==> src/rtl/mux_rr_scheduler.sv <==
// Round-robin scheduler for a shared 16:1 output channel.
// Holds a grant for up to MAX_BURST handshakes, then rotates.
module mux_rr_scheduler #(
  parameter int WIDTH     = 32,
  parameter int DEPTH     = 16,
  parameter int MAX_BURST = 4
) (
  input  logic                   clk,
  input  logic                   rst,
  input  logic                   en,
  input  logic [DEPTH-1:0]       req,
  input  logic [DEPTH*WIDTH-1:0] i,
  output logic [DEPTH-1:0]       ack,
  output logic                   out_valid,
  input  logic                   out_ready,
  output logic [WIDTH-1:0]       out_data,
  output logic [3:0]             sel,
  output logic                   busy
);

  typedef enum logic {
    IDLE  = 1'b0,
    GRANT = 1'b1
  } state_t;

  localparam logic [3:0] LAST = 4'(MAX_BURST - 1);

  state_t     state_q, state_d;
  logic [3:0] sel_q, sel_d;
  logic [3:0] ptr_q, ptr_d;
  logic [3:0] cnt_q, cnt_d;

  logic [WIDTH-1:0] words [DEPTH];
  logic             found;
  logic [3:0]       pick;
  logic [3:0]       idx;
  logic             hs;

  for (genvar g = 0; g < DEPTH; g++) begin : g_unpack
    assign words[g] = i[g*WIDTH +: WIDTH];
  end

  // First requester at or after ptr, wrapping mod 16.
  always_comb begin
    found = 1'b0;
    pick  = 4'd0;
    idx   = 4'd0;
    for (int k = 0; k < DEPTH; k++) begin
      idx = ptr_q + 4'(k);
      if (!found && req[idx]) begin
        found = 1'b1;
        pick  = idx;
      end
    end
  end

  always_comb begin
    state_d   = state_q;
    sel_d     = sel_q;
    ptr_d     = ptr_q;
    cnt_d     = cnt_q;
    ack       = '0;
    out_valid = 1'b0;
    out_data  = '0;
    busy      = 1'b0;
    hs        = 1'b0;
    unique case (state_q)
      IDLE: begin
        if (en && found) begin
          state_d = GRANT;
          sel_d   = pick;
          cnt_d   = 4'd0;
        end
      end
      GRANT: begin
        busy      = 1'b1;
        out_valid = req[sel_q];
        hs        = out_valid && out_ready;
        if (out_valid)
          out_data = words[sel_q];
        ack[sel_q] = hs;
        if (!req[sel_q] || (hs && cnt_q == LAST)) begin
          ptr_d   = sel_q + 4'd1;
          state_d = IDLE;
        end else if (hs) begin
          cnt_d = cnt_q + 4'd1;
        end
      end
      default: state_d = IDLE;
    endcase
  end

  always_ff @(posedge clk or negedge rst) begin
    if (!rst) begin
      state_q <= IDLE;
      sel_q   <= 4'd0;
      ptr_q   <= 4'd0;
      cnt_q   <= 4'd0;
    end else begin
      state_q <= state_d;
      sel_q   <= sel_d;
      ptr_q   <= ptr_d;
      cnt_q   <= cnt_d;
    end
  end

  assign sel = sel_q;

endmodule
==> config.mk <==
export PLATFORM = sky130hd
export DESIGN_NAME = mux_rr_scheduler
export DESIGN_NICKNAME = d
export VERILOG_FILES = /design/src/rtl/mux_rr_scheduler.sv
export SDC_FILE = /design/constraint.sdc
export NUM_CORES = 1
export LEC_CHECK = 0
export ABC_AREA = 1
export BUFFER_PORTS_ARGS = -buffer_cell sky130_fd_sc_hd__buf_2
export CORE_AREA = 10 10 220 222
export CTS_BUF_LIST = sky130_fd_sc_hd__clkbuf_2 sky130_fd_sc_hd__clkbuf_4 sky130_fd_sc_hd__clkbuf_8
export DETAILED_ROUTE_END_ITERATION = 10
export DIE_AREA = 0 0 230 232
export GPL_ROUTABILITY_DRIVEN = 0
export GPL_TIMING_DRIVEN = 0
export PLACE_DENSITY = 0.38
export RECOVER_POWER = 100
export SLEW_MARGIN = 20
export SYNTH_ARGS = -nofsm -noshare
export SYNTH_HDL_FRONTEND = slang
export SYNTH_SLANG_ARGS = --single-unit
==> constraint.sdc <==
create_clock -name clk -period 3.04 [get_ports clk]
set_input_delay 0.912 -clock clk [delete_from_list [all_inputs] [get_ports clk]]
set_output_delay 0.912 -clock clk [all_outputs]
set_load 0.03 [all_outputs]
### Word-level counts from Yosys, hierarchy flattened

Cells that the tools add are included.

| storage, ports and cells | value |
|---|---|
| bits of input ports | 532 |
| word-level logic and storage cells | 169 |
| flip-flop bits (word level) | 13 |
| output and inout bits | 54 |

| cells by class | value |
|---|---|
| multiplexer cells | 83 |
| magnitude comparators | 19 |
| reductions and logical operators | 39 |
| add/sub/neg operators | 17 |
| bitwise logic cells | 3 |
| equal/unequal tests | 4 |

Operators with widths:

| kind | count |
|---|---|
| binary-select mux 32 bit (select 4 bit) | 1 |
| 2-to-1 mux 32 bit | 4 |
| less-than comparator 4 x 5 -> 1 bit, second input constant | 17 |
| 2-to-1 mux 4 bit | 19 |
| binary-select mux 1 bit (select 4 bit) | 17 |
| 2-to-1 mux 1 bit | 38 |
| adder 4 bit, second input constant | 8 |
| logical AND 1 bit | 19 |
| adder 4 x 3 -> 4 bit, second input constant | 4 |
| AND 16 bit | 1 |
| zero test 1 bit | 16 |
| 2-to-1 mux 16 bit | 1 |
| adder 4 x 1 -> 4 bit, second input constant | 3 |
| adder 4 x 2 -> 4 bit, second input constant | 2 |
| one-hot mux 4 bit (2 select lines) | 1 |
| >= comparator 5 bit, second input constant | 1 |
| NOT 4 -> 5 bit | 1 |
| demux 1 bit (select 4 bit) | 1 |
| == test 4 x 2 -> 1 bit, second input constant | 1 |
| >= comparator 4 x 1 -> 1 bit, second input constant | 1 |
| inequality test 2 bit, second input constant | 2 |
| AND reduction 2 bit | 2 |
| AND reduction 3 bit | 1 |
| inequality test 2 x 1 -> 1 bit, second input constant | 1 |
| other kinds (3) | 3 |

### Depth between registers and ports, before layout

Gate-level depths: netlist (run 1).

| logic depth | value |
|---|---|
| word-level depth | 51 |
| gate-level depth with buffers | 26 |
| gate-level depth less buffers | 24 |

### Worst setup path after synthesis (run 1)

No wires, ideal clock.

| timing | value |
|---|---|
| path type | reg-to-output |
| from | register sel_q[0], in the netlist sel[0] |
| to | output port out_data[10] |
| buffers on the path | 2 |
| path slack | -514 ps |
| stages on the path, launching flop included | 12 |
| arrival | 2642 ps |
| required time | 2128 ps |
| cells stage by stage | dfrtp_1 -> inv_1 -> clkbuf_1 -> nor2_1 -> o22ai_1 -> nand2_1 -> nand4_1 -> inv_1 -> nor2_1 -> inv_1 -> clkbuf_1 -> nor2_1 |

| on the way | value |
|---|---|
| word-level cells in the longest chain between the ends | 6 |
| elaborated cells on any way between the ends | 8 |
| classes of those cells | mux: 7; bitwise: 1 |

RTL lines:

| item | RTL line | RTL |
|---|---|---|
| start, declared | 29 | `logic [3:0] sel_q, sel_d;` |
| start signal, assigned | 101 | `sel_q <= sel_d;` |
| NOT 4 -> 5 bit (implied by the code) | 80 | `out_data = words[sel_q];` |
| binary-select mux 32 bit (select 4 bit) | 80 |  |
| 2-to-1 mux 32 bit (implied by the code) (2 in a row) | 80 |  |
| 2-to-1 mux 32 bit * | 79 | `if (out_valid)` |
| 2-to-1 mux 32 bit * | 67 | `unique case (state_q)` |
| end, declared | 16 | `output logic [WIDTH-1:0] out_data,` |

Every way passes the cells marked *; elsewhere a longest branch is shown, timed or not. The select of a mux whose other input is x is not followed.

### Final worst setup path (run 1)

| timing | value |
|---|---|
| from | register sel_q[0], in the netlist sel[0] |
| to | output port out_data[1] |

Same word-level chain as after synthesis.

==> metrics.txt, run 1 <==
# TYPE chip_impl_metric gauge
chip_impl_metric{name="cts.reportedPaths.clkPinSlew",unit="ns"} 0.06
chip_impl_metric{name="yosys_register_bits",unit=""} 13
chip_impl_metric{name="wl_per_cell",unit="µm"} 29.69
chip_impl_metric{name="p_int",unit="µW"} 5862
chip_impl_metric{name="power.switching_fraction",unit="%"} 64.38
chip_impl_metric{name="clkSinkCount",unit=""} 13
chip_impl_info{name="synth.most_common_cell",value="nor2_1"} 1
chip_impl_metric{name="setup_total_negative_slack",unit="ns"} -20.29
chip_impl_metric{name="antenna_left",unit=""} 0
chip_impl_metric{name="synth.yosys.seq_area_share",unit="%"} 4.778
chip_impl_metric{name="die_width",unit="µm"} 230
chip_impl_info{name="worstSetupStartpointType",value="register"} 1
chip_impl_metric{name="synthDistinctLibCells",unit=""} 37
chip_impl_info{name="synthFlopType",value="dfrtp_1"} 1
chip_impl_metric{name="syn_avg_cell_area",unit="µm²"} 5.100
chip_impl_info{name="cts_root_buf",value="clkbuf_8"} 1
chip_impl_metric{name="final_area",unit="µm²"} 13250
chip_impl_metric{name="clock_path_buffers",unit=""} 2
chip_impl_metric{name="netSwitchingPower",unit="µW"} 10590
chip_impl_metric{name="worst-endpoint-required",unit="ns"} 2.13
chip_impl_info{name="cts_tree",value="done"} 1
chip_impl_metric{name="placementRows",unit=""} 77
chip_impl_metric{name="first_pass_grt_wire_length",unit="mm"} 103.8
chip_impl_metric{name="via_count",unit=""} 13406
chip_impl_metric{name="syn_inst",unit=""} 1335
chip_impl_metric{name="drt_pass1_iterations",unit=""} 6
chip_impl_metric{name="clock-skew-final",unit="ns"} 0.002233
chip_impl_metric{name="placement.setup.worst_slack",unit="ns"} -1.776
chip_impl_metric{name="max_slew.worst_pin.slew",unit="ns"} 0.8425
chip_impl_metric{name="initial_utilization",unit="%"} 15.50
chip_impl_metric{name="worst_skew_pair.late_latency",unit="ns"} 0.24
chip_impl_metric{name="postSynthNetCount",unit=""} 1879
chip_impl_metric{name="total_overflow_reported_by_the_global_router",unit=""} 0
chip_impl_metric{name="post_synth_instance_area",unit="µm²"} 6809
chip_impl_metric{name="synthToLayoutAreaGrowth",unit="%"} 94.54
chip_impl_metric{name="power-per-cell-area",unit="nW/µm²"} 1242
chip_impl_metric{name="timing_max_transition_violations_final",unit=""} 0
chip_impl_metric{name="max_capacitance_violation_count",unit=""} 0
chip_impl_metric{name="final_hold_viol_count",unit=""} 0
chip_impl_metric{name="fin_crit",unit="ns"} 3.540
chip_impl_metric{name="power.static_leakage",unit="µW"} 0.006137
chip_impl_metric{name="cts-buffers-inserted",unit=""} 3
chip_impl_metric{name="worst_ep_arrival_time",unit="ns"} 2.63
chip_impl_info{name="synth_common_cells",value="365 x nor2_1, 271 x o21ai_0, 152 x nand2_1"} 1
chip_impl_metric{name="grt_max_degree",unit=""} 14
chip_impl_metric{name="achievable-frequency",unit="GHz"} 0.2825
chip_impl_metric{name="core_region_area",unit="µm²"} 43930
chip_impl_metric{name="worst_slew_margin_relative_to_its_limit",unit="%"} 43.57
chip_impl_info{name="netlist_top_cells_area",value="nor2_1 20%, o21ai_0 20%, o22ai_1 12%"} 1
chip_impl_metric{name="post_route_cells_drive_above_1_share",unit="%"} 48.73
chip_impl_info{name="critPathCaptureType",value="primary output"} 1
chip_impl_metric{name="post-dp-hpwl",unit="mm"} 65.83
chip_impl_info{name="crit_path_class",value="register to primary output"} 1
chip_impl_metric{name="p_clk_share",unit="%"} 1.0
chip_impl_metric{name="layout.nets",unit=""} 2517
chip_impl_metric{name="initial_antenna_violation_count",unit=""} 80
chip_impl_metric{name="htreeDepth",unit=""} 1
chip_impl_metric{name="timing.final.ws_setup",unit="ns"} -0.4995
chip_impl_metric{name="pwr-share-comb",unit="%"} 96.7
chip_impl_metric{name="avgViaCountPerCell",unit=""} 5.164
chip_impl_metric{name="placement.cell_area",unit="µm²"} 10760
chip_impl_info{name="synthDominantAreaCellType",value="nor2_1"} 1
chip_impl_metric{name="grt.total_usage",unit="%"} 26.89
chip_impl_metric{name="initialDrtViolationCount",unit=""} 1142
chip_impl_metric{name="io_buffer_count",unit=""} 585
chip_impl_metric{name="finalSetupViolCount",unit=""} 49
chip_impl_metric{name="boundaryPins",unit=""} 586
chip_impl_info{name="worst_hold_path_type",value="register to register"} 1
chip_impl_info{name="rsz0062_at_grt",value="yes"} 1
chip_impl_metric{name="synth-edff-count",unit=""} 0
chip_impl_info{name="failed_checks",value="setup timing"} 1
chip_impl_metric{name="min_period_over_period",unit="%"} 116.4
chip_impl_metric{name="sequential_share_of_power",unit="%"} 2.3
chip_impl_metric{name="fraction_of_synthesized_cell_area_taken_by_the_top_area_cell_type",unit="%"} 20.12
chip_impl_metric{name="route.final.wire_length",unit="mm"} 77.07
chip_impl_info{name="outcome",value="finished with violations"} 1
chip_impl_metric{name="synth_async_sr_flop_share",unit="%"} 100.0
chip_impl_metric{name="detail_route.drc_violations",unit=""} 0
chip_impl_metric{name="synthesis_warning_total",unit=""} 0
chip_impl_metric{name="die_area",unit="µm²"} 53360
chip_impl_metric{name="grt_pass1_vias",unit=""} 13596
chip_impl_metric{name="irDropWorstVdd",unit="µV"} 442.6
chip_impl_metric{name="chipHeight",unit="µm"} 232
chip_impl_metric{name="critical_path_peak_fanout",unit=""} 10
flip-flops by register name, indices dropped and copies added, names as in the netlist:
name / cells
state_q: 1
ptr_q: 4
cnt_q: 4
sel: 4
routing by layer:
metal | vias to the layer above | part of all wire [%] | track usage [%]
met5 | - | 0.28 | 0
met4 | 38 | 2.3 | 6.269
met3 | 154 | 8.9 | 7.317
met2 | 731 | 51 | 48.76
met1 | 6447 | 38 | 30.69
li1 | 6036 | - | -
power by group through the flow:
stage | registers (µW) | clock network [µW] | logic [µW]
after detailed placement | 375 | 0 | 12100
after global routing | 394 | 175 | 16900
after global placement | 373 | 0 | 12100
after floorplan | 375 | 0 | 7560
after CTS | 379 | 168 | 15000
final | 382 | 164 | 15900
worst max-delay path, stage by stage (launching register included):
cell and delay (ns):
dfrtp_4 0.49, clkinvlp_4 0.18, clkbuf_16 0.20, clkbuf_8 0.17, clkbuf_8 0.18, o21ai_4 0.15
o22ai_1 0.10, a22o_1 0.25, a221oi_4 0.39, nor2_4 0.07, buf_4 0.18
area by class of cell:
cell class,instances,area (µm²)
timing repair buffer,635,3664
sequential,13,335.3
clock buffer,4,48.80
antenna,32,80.08
multi-input combinational,1153,7256
fill,5171,30690
buffer,110,877.1
inverter,57,245.2
tap,592,740.7
cell families after synthesis:
family | count (synthesis) | synth area share [%]
AOI/OAI and AO/OA | 480 | 41.38
xor gates and xnor gates | 11 | 1.525
adders and majority gates | 12 | 2.205
buffers and inverters | 169 | 9.665
DFF | 13 | 4.778
and+or+nand+nor | 650 | 40.44
path summary, 6_finish.rpt:
path / start / endpoint / slack (ns) / depth (start not counted)
max: sel[0] / out_data[1] / -0.50 / 10
min: cnt_q[0] / cnt_q[0] / 0.53 / 1
max reg2reg: ptr_q[1] / sel[2] / 0.07 / 21
min reg2reg: cnt_q[0] / cnt_q[0] / 0.53 / 1
max in group asynchronous: rst / sel[0] / 1.81 / 1
min in group asynchronous: rst / cnt_q[0] / 0.70 / 1
metrics by stage:
step           total power, µW  utilization, %  hold WS (ns)  cells
2_1_floorplan             7939               -        0.4730   1335
3_3_place_gp             12440           24.50        0.5121   2512
3_5_place_dp             12440           24.50        0.5133   2512
4_1_cts                  15510           28.87        0.5212   2552
5_1_grt                  17480           30.08        0.5815   2584
6_report                 16460           30.15        0.5326   2596
placed cells by master, fill, tap and decap left out, drive strengths merged, types with 2 or more instances in the layout:
master and n:
a21oi 7, a221oi 32, a22o 32, a31oi 2
and2 2, buf 646, clkbuf 103, clkinv 4
clkinvlp 4, dfrtp 13, diode 32, ha 12
inv 49, nand2 156, nand3 103, nand4 17
nor2 369, nor3 2, o2111ai 2, o21ai 273
o22ai 132, xor2 10
repair_timing:
action | CTS | global route
cloned | 4 | 1
pin swaps | 32 | 35
endpoints found under the setup margin | 59 | 58
hold endpoints to repair | 0 | 0
hold buffers | 0 | 0
resized for setup | 433 | 134
setup buffers | 34 | 12
Power figures use the tool's default switching activity.
==> run 2: changes to the inputs <==
CELL_PAD_IN_SITES_DETAIL_PLACEMENT = 1   (was unset)
CELL_PAD_IN_SITES_GLOBAL_PLACEMENT = 1   (was unset)
PLACE_DENSITY = 0.59   (was 0.38)
==> metrics.txt, run 2 (synthesized netlist as in run 1, its figures left out) <==
# TYPE chip_impl_metric gauge
chip_impl_info{name="outcome",value="finished with violations"} 1
chip_impl_info{name="failed_checks",value="setup timing"} 1
chip_impl_metric{name="placedCellCount",unit=""} 2512
chip_impl_metric{name="utilization",unit="%"} 30.81
chip_impl_metric{name="cts-buffers-inserted",unit=""} 3
chip_impl_info{name="cell_chain_of_the_critical_path",value="inv_6, clkbuf_16, nor2_4, o22ai_2, nand2_1, nand4_1, inv_2, nor2_4, clkinvlp_4, buf_8, clkbuf_16, nor2_4, buf_6"} 1
chip_impl_info{name="cts_root_buf",value="clkbuf_8"} 1
chip_impl_metric{name="clock_path_buffers",unit=""} 2
chip_impl_metric{name="irDropWorstVdd",unit="µV"} 477.4
chip_impl_info{name="mostFrequentLayoutCell",value="buf_2"} 1
chip_impl_info{name="cp_top_family",value="buffers and inverters"} 1
chip_impl_metric{name="core_region_area",unit="µm²"} 43930
chip_impl_metric{name="grt_max_degree",unit=""} 14
chip_impl_metric{name="drt_pass1_iterations",unit=""} 5
chip_impl_metric{name="sequential_share_of_power",unit="%"} 2.3
chip_impl_metric{name="finalSetupViolCount",unit=""} 48
chip_impl_info{name="cts_tree",value="done"} 1
chip_impl_metric{name="boundaryPins",unit=""} 586
chip_impl_metric{name="post-dp-hpwl",unit="mm"} 62.37
chip_impl_info{name="worstSetupStartpointType",value="register"} 1
chip_impl_metric{name="synthToLayoutAreaGrowth",unit="%"} 98.77
chip_impl_info{name="worst_hold_path_type",value="register to register"} 1
chip_impl_metric{name="worst_slew_margin_relative_to_its_limit",unit="%"} 38.66
chip_impl_metric{name="chipHeight",unit="µm"} 232
chip_impl_metric{name="detailroute.wirelength.met2",unit="mm"} 38.29
chip_impl_metric{name="die_width",unit="µm"} 230
chip_impl_metric{name="placementRows",unit=""} 77
chip_impl_metric{name="clock-skew-final",unit="ns"} 0.002909
chip_impl_info{name="crit_slowest_cell",value="dfrtp_4"} 1
chip_impl_metric{name="post_route_cells_drive_above_1_share",unit="%"} 50.05
chip_impl_metric{name="io_buffer_count",unit=""} 585
chip_impl_metric{name="worst_skew_pair.late_latency",unit="ns"} 0.25
chip_impl_metric{name="netSwitchingPower",unit="µW"} 10970
chip_impl_metric{name="die_area",unit="µm²"} 53360
chip_impl_metric{name="min_period_over_period",unit="%"} 115.6
chip_impl_metric{name="power-per-cell-area",unit="nW/µm²"} 1269
chip_impl_metric{name="final_hold_viol_count",unit=""} 0
chip_impl_metric{name="cts_hold_buffers",unit=""} 0
chip_impl_metric{name="placement.cell_area",unit="µm²"} 10770
chip_impl_metric{name="p_int",unit="µW"} 6198
chip_impl_metric{name="avgViaCountPerCell",unit=""} 5.082
chip_impl_metric{name="p_clk_share",unit="%"} 0.9
chip_impl_metric{name="power.switching_fraction",unit="%"} 63.90
chip_impl_metric{name="initial_utilization",unit="%"} 15.50
chip_impl_metric{name="initial_antenna_violation_count",unit=""} 46
chip_impl_metric{name="power.static_leakage",unit="µW"} 0.006300
chip_impl_info{name="rsz0062_at_grt",value="yes"} 1
chip_impl_metric{name="timing_max_transition_violations_final",unit=""} 0
chip_impl_metric{name="critical_path_peak_fanout",unit=""} 5
chip_impl_metric{name="detail_route.drc_violations",unit=""} 0
chip_impl_metric{name="worst_ep_arrival_time",unit="ns"} 2.60
chip_impl_metric{name="pwr-share-comb",unit="%"} 96.7
chip_impl_metric{name="routed_met1_length",unit="mm"} 29.57
chip_impl_metric{name="worst-endpoint-required",unit="ns"} 2.13
chip_impl_metric{name="fin_crit",unit="ns"} 3.514
chip_impl_metric{name="nFillCells",unit=""} 5794
chip_impl_metric{name="cts.reportedPaths.clkPinSlew",unit="ns"} 0.06
chip_impl_metric{name="grt_pass1_vias",unit=""} 14187
chip_impl_metric{name="cpPeakStageDelay",unit="ns"} 0.57
chip_impl_metric{name="route.final.wire_length",unit="mm"} 74.75
chip_impl_metric{name="wl_per_cell",unit="µm"} 28.79
chip_impl_info{name="critPathCaptureType",value="primary output"} 1
chip_impl_metric{name="max_slew.worst_pin.slew",unit="ns"} 0.9158
chip_impl_metric{name="timing.final.ws_setup",unit="ns"} -0.4745
chip_impl_metric{name="total_overflow_reported_by_the_global_router",unit=""} 0
chip_impl_metric{name="clkSinkCount",unit=""} 13
chip_impl_metric{name="first_pass_grt_wire_length",unit="mm"} 103.0
chip_impl_metric{name="final_area",unit="µm²"} 13530
chip_impl_info{name="top_signal_layer_used",value="met5"} 1
chip_impl_metric{name="placement.setup.worst_slack",unit="ns"} -1.747
chip_impl_metric{name="grt.total_usage",unit="%"} 26.09
chip_impl_info{name="most-common-layout-cells",value="537 x buf_2, 302 x nor2_1, 243 x o21ai_0"} 1
chip_impl_metric{name="critPathBufInv",unit=""} 7
chip_impl_metric{name="power.total",unit="µW"} 17170
chip_impl_metric{name="wl_met3",unit="mm"} 5.268
chip_impl_metric{name="final_cells",unit=""} 2596
chip_impl_metric{name="layout.nets",unit=""} 2529
chip_impl_metric{name="initialDrtViolationCount",unit=""} 974
chip_impl_metric{name="via_count",unit=""} 13192
chip_impl_metric{name="max_capacitance_violation_count",unit=""} 0
chip_impl_info{name="path_common_cell",value="nor2_4"} 1
chip_impl_metric{name="antenna_left",unit=""} 0
chip_impl_metric{name="htreeDepth",unit=""} 1
chip_impl_info{name="crit_path_class",value="register to primary output"} 1
chip_impl_metric{name="achievable-frequency",unit="GHz"} 0.2845
run 2: changes by cell type in the layout (fill, tap and decap cells not counted), moves of 10 or more:
cell and change:
o21ai_0 +18, o21ai_1 -17, nor2_2 -16, nor2_1 +13, diode_2 -12, buf_6 +10
run 2: what timing repair did:
item                                    4_1_cts  5_1_grt
cloned                                        5        1
buffers inserted                             48       10
endpoints found under the setup margin       59       58
endpoints found under the hold margin         0        0
resized for setup                           450      152
pin swaps                                    51       55
run 2: power groups by stage:
| stage | logic, µW | registers (µW) | clock network (µW) |
|---|---|---|---|
| 2_1_floorplan | 7560 | 375 | 0 |
| 3_3_place_gp | 12000 | 378 | 0 |
| 3_5_place_dp | 12200 | 379 | 0 |
| 4_1_cts | 15300 | 390 | 161 |
| 5_1_grt | 17700 | 410 | 170 |
| 6_report | 16600 | 399 | 160 |
run 2: final timing paths:
kind | startpoint | endpoint | slack [ns] | depth (start not counted)
min in group asynchronous | rst | cnt_q[1] | 0.70 | 1
setup / recovery | sel[0] | out_data[20] | -0.47 | 13
hold / removal | cnt_q[0] | cnt_q[0] | 0.52 | 1
hold reg to reg | cnt_q[0] | cnt_q[0] | 0.52 | 1
max in group asynchronous | rst | sel[0] | 1.80 | 1
setup reg to reg | sel[0] | cnt_q[3] | 0.05 | 17
run 2: final cells by class:
cell class                      count  area (µm²)  share of cell area (%)
Buffer                            108       932.1                   6.887
Tap cell                          592       740.7                   5.473
Timing Repair Buffer              648        3845                   28.41
Multi-Input combinational cell   1154        7332                   54.17
Sequential cell                    13       336.6                   2.487
Antenna cell                       20       50.05                  0.3698
Clock inverter                      1       5.005                 0.03698
Clock buffer                        3       41.29                  0.3051
Inverter                           57       251.5                   1.858
run 2: stage by stage:
stage	TNS [ns]	hold slack [ns]
after global routing	-21.94	0.5515
after detailed placement	-70.79	0.5176
final	-18.37	0.5235
after global placement	-71.33	0.5025
after CTS	-16.18	0.5247
after floorplan	-1.002	0.4730
run 2: worst reg2reg max path: stages, from the launching register on:
cell and delay [ns]:
dfrtp_4 0.57, inv_6 0.13, clkbuf_16 0.17, nor2_4 0.04, o22ai_2 0.18, nand2_1 0.08
nand4_1 0.20, inv_2 0.09, buf_4 0.15, buf_4 0.12, a31oi_1 0.18, inv_1 0.09
nor2_1 0.15, inv_1 0.08, nor2_1 0.22, nand4_1 0.15, xor2_1 0.20, nor2_1 0.08
run 2: routing by layer:
metal,up-vias,track usage (%)
li1,6054,-
met1,6433,30.22
met2,574,48.19
met3,101,5.803
met4,30,5.077
met5,-,0
